==> src/rtl/div_ctrl.sv <==
// Multi-cycle radix-2 restoring divider (DIV/DIVU) with sequencing FSM; quotient->LO, remainder->HI.
// Optional feature macro: DIV_EARLY_OUT_EN (finish in one cycle when |dividend| < |divisor|).
module div_ctrl #(
  parameter int unsigned WIDTH = 32
) (
  input  logic             clk,
  input  logic             rst,
  input  logic             start,
  input  logic             signed_op,
  input  logic [WIDTH-1:0] opv1,
  input  logic [WIDTH-1:0] opv2,
  input  logic             annul,
  output logic             stall_o,
  output logic             done,
  output logic             we_hilo,
  output logic [WIDTH-1:0] hi_o,
  output logic [WIDTH-1:0] lo_o
);

  localparam int unsigned CW = (WIDTH > 1) ? $clog2(WIDTH) : 1;

  typedef enum logic [1:0] {IDLE, DIVZERO, RUN, DONE} state_t;

  state_t           state, state_n;
  logic [CW-1:0]    cnt;
  logic [WIDTH:0]   rem;
  logic [WIDTH-1:0] quo;
  logic [WIDTH-1:0] dvs;
  logic             neg_q, neg_r;

  logic [WIDTH-1:0] mag1, mag2;
  logic [WIDTH:0]   rem_sh, rem_n;
  logic [WIDTH-1:0] quo_n;
  logic             accept, load_res;
  logic [WIDTH-1:0] res_hi, res_lo;

  always_comb begin
    mag1 = (signed_op && opv1[WIDTH-1]) ? (~opv1 + 1'b1) : opv1;
    mag2 = (signed_op && opv2[WIDTH-1]) ? (~opv2 + 1'b1) : opv2;

    // One restoring step: shift quotient MSB into remainder, subtract if it fits.
    rem_sh = {rem[WIDTH-1:0], quo[WIDTH-1]};
    quo_n  = {quo[WIDTH-2:0], 1'b0};
    rem_n  = rem_sh;
    if (rem[WIDTH] || (rem_sh >= {1'b0, dvs})) begin
      rem_n    = rem_sh - {1'b0, dvs};
      quo_n[0] = 1'b1;
    end
  end

  always_comb begin
    state_n  = state;
    stall_o  = 1'b0;
    accept   = 1'b0;
    load_res = 1'b0;
    res_hi   = '0;
    res_lo   = '0;
    case (state)
      IDLE: begin
        if (start && !annul) begin
          accept  = 1'b1;
          stall_o = 1'b1;
          if (opv2 == '0) begin
            state_n = DIVZERO;
`ifdef DIV_EARLY_OUT_EN
          end else if (mag1 < mag2) begin
            state_n  = DONE;
            load_res = 1'b1;
            res_hi   = opv1;
            res_lo   = '0;
`endif
          end else begin
            state_n = RUN;
          end
        end
      end
      DIVZERO: begin
        stall_o = 1'b1;
        if (annul) begin
          state_n = IDLE;
        end else begin
          state_n  = DONE;
          load_res = 1'b1;
        end
      end
      RUN: begin
        stall_o = 1'b1;
        if (annul) begin
          state_n = IDLE;
        end else if (cnt == CW'(WIDTH - 1)) begin
          state_n  = DONE;
          load_res = 1'b1;
          res_lo   = neg_q ? (~quo_n + 1'b1) : quo_n;
          res_hi   = neg_r ? (~rem_n[WIDTH-1:0] + 1'b1) : rem_n[WIDTH-1:0];
        end
      end
      DONE: state_n = IDLE;
      default: state_n = IDLE;
    endcase
  end

  assign done    = (state == DONE);
  assign we_hilo = done;

  always_ff @(posedge clk) begin
    if (rst) begin
      state <= IDLE;
      cnt   <= '0;
      rem   <= '0;
      quo   <= '0;
      dvs   <= '0;
      neg_q <= 1'b0;
      neg_r <= 1'b0;
      hi_o  <= '0;
      lo_o  <= '0;
    end else begin
      state <= state_n;
      if (accept) begin
        cnt   <= '0;
        rem   <= '0;
        quo   <= mag1;
        dvs   <= mag2;
        neg_q <= signed_op && (opv1[WIDTH-1] ^ opv2[WIDTH-1]);
        neg_r <= signed_op && opv1[WIDTH-1];
      end else if (state == RUN) begin
        cnt <= cnt + 1'b1;
        rem <= rem_n;
        quo <= quo_n;
      end
      if (load_res) begin
        hi_o <= res_hi;
        lo_o <= res_lo;
      end
    end
  end

endmodule

==> config.mk <==
export PLATFORM = sky130hd
export DESIGN_NAME = div_ctrl
export DESIGN_NICKNAME = d
export VERILOG_FILES = /design/src/rtl/div_ctrl.sv
export SDC_FILE = /design/constraint.sdc
export NUM_CORES = 1
export LEC_CHECK = 0
export ABC_CLOCK_PERIOD_IN_PS = 6700
export BUFFER_PORTS_ARGS = -buffer_cell sky130_fd_sc_hd__buf_2
export CAP_MARGIN = 10
export CELL_PAD_IN_SITES_DETAIL_PLACEMENT = 0
export CELL_PAD_IN_SITES_GLOBAL_PLACEMENT = 1
export CORE_ASPECT_RATIO = 1.25
export CORE_MARGIN = 2
export CORE_UTILIZATION = 44
export CTS_CLUSTER_DIAMETER = 50
export DETAILED_ROUTE_END_ITERATION = 10
export PLACE_DENSITY = 0.89
export SETUP_SLACK_MARGIN = 0.5
export SLEW_MARGIN = 30
export SYNTH_ARGS = -nofsm -noshare
export SYNTH_HDL_FRONTEND = slang
export SYNTH_SLANG_ARGS = --single-unit
export TNS_END_PERCENT = 5
==> constraint.sdc <==
create_clock -name clk -period 6.7 [get_ports clk]
set_input_delay 1.34 -clock clk [delete_from_list [all_inputs] [get_ports clk]]
set_output_delay 1.34 -clock clk [all_outputs]
set_load 0.02 [all_outputs]
Word level (Yosys, flattened, before mapping):

Index checks and enable logic that the tools add are counted.

* flip-flop bits (word level): 170
* bits of input ports: 69

* order comparisons: 1
* equal/unequal tests: 6
* $add $sub $neg: 6
* reduce and logical (&&, ||, !) cells: 12
* muxes and demuxes: 27
* bitwise gates (word level): 5

Operator list (count)
* 32-bit two-way mux: 12
* 32-bit by 1-bit adder with 32-bit output, second input constant: 4
* 32-bit NOT: 4
* 33-bit by 32-bit greater-or-equal comparator with 1-bit output: 1
* 33-bit two-way mux: 1
* 33-bit by 32-bit subtractor with 33-bit output: 1
* 32-bit zero test: 1
* 2-bit two-way mux: 5
* 2-bit case mux with 4 select lines: 1
* 1-bit two-way mux: 6
* 5-bit by 1-bit adder with 5-bit output, second input constant: 1
* 5-bit == test, second input constant: 1
* 2-bit == test, second input constant: 2
* 1-bit logical AND: 4
* 1-bit case mux with 2 select lines: 2
* 2-bit OR reduction: 2
* 3-bit != test, second input constant: 1
* 2-bit by 1-bit == test with 1-bit output, second input constant: 1
* 2-bit zero test: 1
* 2-bit != test, second input constant: 1
* 2-bit AND reduction: 1
* 2-bit nonzero test: 1
* 1-bit zero test: 1
* 1-bit logical OR: 1
* 1-bit XOR: 1

Logic depth before layout (Yosys ltp):

Gate-level depths: netlist (run 1).

* word-level depth: 9
* mapped depth: 23
* mapped depth without buffers: 17

Worst setup path after synthesis (run 1):

OpenSTA, ideal clock, no wires.

* path kind: flip-flop to flip-flop
* start point: register dvs[16]
* end point: register hi_o[28]
* stages on the path, launching flop included: 22
* path buffers: 6
* arrival time: 4717 ps
* library setup time: 117 ps
* setup slack: 1866 ps
* clock period less this slack: 4834 ps
* cell sequence: dfxtp_1 inv_1 ha_1 buf_2 nand2_1 o21ai_0 o2111ai_1 a31oi_2 or2_1 buf_2 buf_2 buf_2 buf_2 buf_2 mux2i_1 ha_1 o21ai_0 o21bai_1 or3_1 o41ai_1 xor2_1 a22o_1

* cells in the longest elaborated chain, start to end: 9
* elaborated cells between the ends (all ways): 10

RTL lines
* from (decl): line 28 `logic [WIDTH-1:0] dvs;`
* from (signal assigned): line 122 `dvs <= mag2;`
* 33-bit by 32-bit greater-or-equal comparator with 1-bit output: line 45 `if (rem[WIDTH] || (rem_sh >= {1'b0, dvs})) begin`
* 1-bit logical OR: line 45
* 33-bit two-way mux (*): line 45
* 32-bit NOT: line 94 `res_hi = neg_r ? (~rem_n[WIDTH-1:0] + 1'b1) : rem_n[WIDTH-1:0];`
* 32-bit by 1-bit adder with 32-bit output: line 94
* 32-bit two-way mux (*): line 94
* 32-bit two-way mux (*): line 90 `end else if (cnt == CW'(WIDTH - 1)) begin`
* 32-bit two-way mux (*): line 88 `if (annul) begin`
* 32-bit two-way mux (*): line 58 `case (state)`
* to (signal assigned): line 131 `hi_o <= res_hi;`
* to (decl): line 16 `output logic [WIDTH-1:0] hi_o,`

Every way passes the cells marked *; elsewhere a longest branch is shown, timed or not.
A chain may end at the register's enable or synchronous reset.

Worst setup path in the final report (run 1):

* start point: register rem[13]
* end point: register hi_o[30]

* cells in the longest elaborated chain, start to end: 9
* elaborated cells between the ends (all ways): 10

RTL lines
* from (decl): line 26 `logic [WIDTH:0] rem;`
* from (signal assigned): line 127 `rem <= rem_n;`
* 33-bit by 32-bit greater-or-equal comparator with 1-bit output: line 45
* 1-bit logical OR: line 45
* 33-bit two-way mux (*): line 45
* 32-bit NOT: line 94
* 32-bit by 1-bit adder with 32-bit output: line 94
* 32-bit two-way mux (*): line 94
* 32-bit two-way mux (*): line 90
* 32-bit two-way mux (*): line 88
* 32-bit two-way mux (*): line 58

Marks and branches as above.

==> impl_metrics.yaml, run 1 <==
route:
  dr_wl_met2_mm: 18.4
  drt_wl_total_mm: 35.7
  drc: 0
  num_vias: 11348
  avgRoutedWirePerCell_um: 18.3
  wl_met3_mm: 1.38
  drt-vias-per-instance: 5.80
  antenna_left: 0
  routed.top_layer: "met4"
  drt_iter0_markers: 658
  drt_first_pass_iters: 5
  wl_met1_mm: 14.2
clock_network:
  cts-root-buf: "clkbuf_16"
  cts_buffers: 17
  clkSinkCount: 170
  cts-htree-levels: 4
  cts_tree: "yes"
  cts.clk_slew.worst_paths_ns: 0.08
  clkLatencyLatePin_ns: 0.44
  cts_hold_buf: 0
  ctsResizeCount: 0
  clk_path_buf_depth: 2
  post_cts_buffers: 0
synth:
  synthesis.area_um2: 11900
  yosysUniqueCellTypes: 73
  synth_cells: 1525
  yosys_register_bits: 170
  seq_area_frac_synth_pct: 28.6
  postSynthAreaPerCell_um2: 7.79
  synth_edf_count: 0
  synthArstFlopShare_pct: 0
  ys_warn_count: 0
  syn-num-nets: 1638
  synthFlopType: "dfxtp_1"
critical_path:
  critPathKind: "register to register"
  rr_startpoint: "rem[13]"
  reg2reg_depth: 14
  crit_path_end_kind: "register"
  crit_path_max_fanout: 22
  ff2ff_setup_slack_ns: 1.70
  rr_endpoint: "hi_o[30]"
  start_kind: "register"
  cp.arrival_ns: 5.33
  required_ns: 7.03
grt:
  grt_pass1_wl_mm: 56.7
  antenna_found_initial: 0
  overflow: 0
  grt_max_degree: 72
  first_global_vias: 11052
  grt_usage_pct: 25.3
die:
  die_h_um: 188
  die-area_um2: 28400
  core_area_um2: 26700
  ios: 136
  rows: 67
  start_util_pct: 44.6
  die_w_um: 151
timing:
  post-route-min-period_ns: 5.00
  worst_pin_slew_ns: 0.944
  max_freq_mhz: 200
  slew_violations: 0
  finClkSkew_ns: 0.0147
  setup_viol: 0
  rsz0062_at_grt: "false"
  hold_violations: 0
  relSlewSlack_pct: 37.1
  fin_crit_sh_pct: 74.6
  tns_ns: 0
min_path:
  min_path_type: "register to register"
  min_to: "hi_o[3]"
  min_from: "hi_o[3]"
  holdPathStages: 2
final_layout:
  area.sequential_um2: 3410
  final_nets: 1710
  diodes: 0
  fillers: 2697
  areaGrowthSynthToFinish_pct: 12.2
  multi_input_area_um2: 7920
  layout_common_cells: "nor2_1, dfxtp_1, buf_2"
  layout_commonest_cell: "nor2_1"
  layout-drive-gt1-share_pct: 13.7
outcome:
  status: "completed"
placement:
  place_hpwl_mm: 27.4
  gp_congestion: 1.00
  portBuffers: 135
job:
  cap_violations: 0
critical path, stage by stage, from the launching register on:
cell and delay [ns]:
dfxtp_1 0.38, ha_1 0.50, a21oi_1 0.11, o21ai_0 0.57, o2111ai_1 0.24, a31oi_2 0.43
or2_2 0.51, mux2i_1 0.33, ha_1 0.23, o21ai_0 0.17, o21bai_1 0.25, or3_1 0.40
o41ai_1 0.43, xor2_1 0.12, a22o_1 0.21
final cells by class:
cell class              instances  area share, %
clock inverters                13           1.12
repair buffers                146           5.70
clock buffers                  19           3.32
flip-flops and latches        170           25.5
inverters                      61           1.72
multi-input cells            1201           59.4
well taps                     345           3.24
cells by family (layout without fill, tap and decap cells):
family                   Yosys count  in the layout  share of synthesized area (%)
multiplexers                      60             60                           5.07
adder cells (fa/ha/maj)           44             44                           4.69
XOR/XNOR                         137            137                           10.1
AND/OR/NAND/NOR                  519            519                           20.6
flip-flops                       170            170                           28.6
AO/OA/AOI/OAI                    441            441                           25.8
buffers and inverters            154            239                           5.07
stage by stage:
stage               setup slack, ns  hold WS (ns)  cell area (um2)  instances  util (%)
global placement               2.02         0.438            12700       1923      47.8
detailed placement             1.77         0.445            12700       1923      47.8
finish                         1.70         0.462            13300       1955      50.0
global route                   1.27         0.491            13300       1955      50.0
floorplan                      1.87         0.432            11900       1525         -
CTS                            1.73         0.458            13300       1955      50.0
layer usage:
layer  up-vias  global-route usage, %
met1      5283                   28.4
met4         0                   11.5
li1       5693                      -
met2       286                   46.3
met5         -                      0
met3        86                   3.53
cell usage after synthesis, types with 43 or more instances:
cell,count,area (um2)
inv_1,60,225
ha_1,43,538
mux2i_1,58,581
xnor2_1,71,622
dfxtp_1,170,3400
o21ai_0,66,330
a211oi_1,90,676
a21oi_1,89,445
clkbuf_1,68,255
nand2_1,109,409
nor2_1,210,788
xor2_1,66,578
how the worst max path moves through the flow:
stage | start | to | slack (ns) | cells after the start
2_1_floorplan | dvs[16] | hi_o[28] | 1.87 | 21
3_3_place_gp | rem[14] | hi_o[30] | 2.02 | 14
3_5_place_dp | rem[13] | hi_o[30] | 1.77 | 14
4_1_cts | rem[13] | hi_o[28] | 1.73 | 14
5_1_grt | rem[13] | hi_o[30] | 1.27 | 14
6_report | rem[13] | hi_o[30] | 1.70 | 14
registers in the layout, indices dropped and copies added (netlist names):
signal,cells
rem,33
dvs,32
hi_o,32
lo_o,32
quo,32
cnt,5
state,2
neg_q,1
neg_r,1
Power of run 1 is left out: the tool's default activity adds up to more than one toggle a clock period on the data nets, which glitch-free logic cannot reach.
==> run 2: changes to the inputs <==
ABC_CLOCK_PERIOD_IN_PS = 4830   (was 6700)
clock period = 4.83 ns   (was 6.7 ns; I/O delays follow)
==> impl_metrics.yaml, run 2 (synthesis results as in run 1) <==
route:
  drt_iter0_markers: 618
  drt-vias-per-instance: 5.82
  drt_first_pass_iters: 6
  drc: 0
  num_vias: 11450
  antenna_left: 0
  avgRoutedWirePerCell_um: 18.0
  drt_wl_total_mm: 35.4
timing:
  relSlewSlack_pct: 36.0
  post-route-min-period_ns: 4.15
  finClkSkew_ns: 0.0139
  slew_violations: 0
  tns_ns: 0
  max_freq_mhz: 241
  rsz0062_at_grt: "true"
  setup_viol: 0
  worst_pin_slew_ns: 0.954
  fin_crit_sh_pct: 85.9
  holdWs_ns: 0.454
  hold_violations: 0
critical_path:
  worst_path_max_delay_cell: "or3_1"
  start_kind: "register"
  critPathKind: "register to register"
  rr_startpoint: "quo[31]"
  crit_path_max_fanout: 10
  crit_path_end_kind: "register"
  cp.arrival_ns: 4.44
  cp_slowest_stage_delay_ns: 0.51
  path_cells: "inv_1 > ha_1 > inv_1 > fa_1 > a21o_1 > a311o_1 > a31oi_2 > buf_4 > a21o_1 > and2_1 > o21ai_0 > xnor2_1 > a41oi_1 > or3_1 > nand4_1 > o221ai_1"
  required_ns: 5.12
  crit_start: "quo[31]"
final_layout:
  largest_reg_flops: 33
  layout_common_cells: "nor2_1, dfxtp_1, buf_2"
  final_nets: 1724
  layout-drive-gt1-share_pct: 16.4
  layout_commonest_cell: "nor2_1"
  areaGrowthSynthToFinish_pct: 14.3
  diodes: 0
  fillers: 2699
  top_register: "rem"
clock_network:
  cts_buffers: 17
  clk_path_buf_depth: 2
  clkSinkCount: 170
  cts_hold_buf: 0
  cts-root-buf: "clkbuf_16"
  clkLatencyLatePin_ns: 0.44
  cts.clk_slew.worst_paths_ns: 0.07
  cts-htree-levels: 4
  cts_tree: "yes"
outcome:
  status: "completed"
grt:
  grt_max_degree: 83
  grt_usage_pct: 24.9
  antenna_found_initial: 0
  first_global_vias: 10981
  overflow: 0
  grt_pass1_wl_mm: 55.9
placement:
  gp_congestion: 0.960
  portBuffers: 135
  place_hpwl_mm: 27.3
die:
  ios: 136
  core_area_um2: 26700
  die-area_um2: 28400
  die_h_um: 188
  start_util_pct: 44.6
  rows: 67
  die_w_um: 151
min_path:
  min_path_type: "register to register"
  min_from: "hi_o[5]"
job:
  cap_violations: 0
-- run 2: cell types whose count changed in the layout (fill, tap and decap cells not counted), moves of 3 or more --
cell,delta
buf_4,+12
ha_1,-10
ha_2,+10
o21ai_0,-5
o41ai_1,-3
o41ai_2,+3
-- run 2: final timing paths --
path	to	slack [ns]	depth (start not counted)
hold reg to reg	hi_o[5]	0.45	2
setup reg to reg	hi_o[29]	0.68	16
setup / recovery	hi_o[29]	0.68	16
hold / removal	hi_o[5]	0.45	2
-- run 2: routing by layer --
layer / part of all wire, % / track usage [%] / wire length (um)
met1: 40 / 27.0 / 14000
met2: 51 / 45.6 / 18200
met3: 3.5 / 3.72 / 1260
met4: 5.6 / 13.4 / 1990
met5: 0 / 0 / 0
-- run 2: per-stage QoR --
stage / cells / area, um2 / worst slack [ns] / utilization (%)
after floorplan: 1525 / 12000 / 0.522 / -
after global placement: 1935 / 12900 / 0.531 / 48.3
after detailed placement: 1936 / 12900 / 0.442 / 48.3
after CTS: 1968 / 13500 / 0.543 / 50.5
after global routing: 1969 / 13600 / 0.483 / 51.0
final: 1969 / 13600 / 0.681 / 51.0
-- run 2: critical path, delay by kind of cell, from the launching register on --
kind                       cells  cell delay [ns]
AOI/OAI and AO/OA              7             1.57
and+or+nand+nor                3             0.81
adders and majority gates      2             0.61
DFF                            1             0.35
buffers and inverters          3             0.33
xor gates and xnor gates       1             0.31
-- run 2: repair_timing --
item                                   in CTS  in global routing
setup endpoints to repair                   4                 15
endpoints found under the hold margin       0                  0
pin swaps                                   0                  2
gates cloned                                0                  0
resized for setup                           1                 34
setup buffers                               0                  1
-- run 2: final cells by class --
class	count	area, um2	area share (%)
multi-input cells	1201	8060	59.3
inverters	61	233	1.71
clock inverters	15	150	1.11
repair buffers	160	877	6.46
flip-flops and latches	170	3410	25.1
clock buffers	17	425	3.13
well taps	345	432	3.18
Power of run 2 is left out for the same reason.
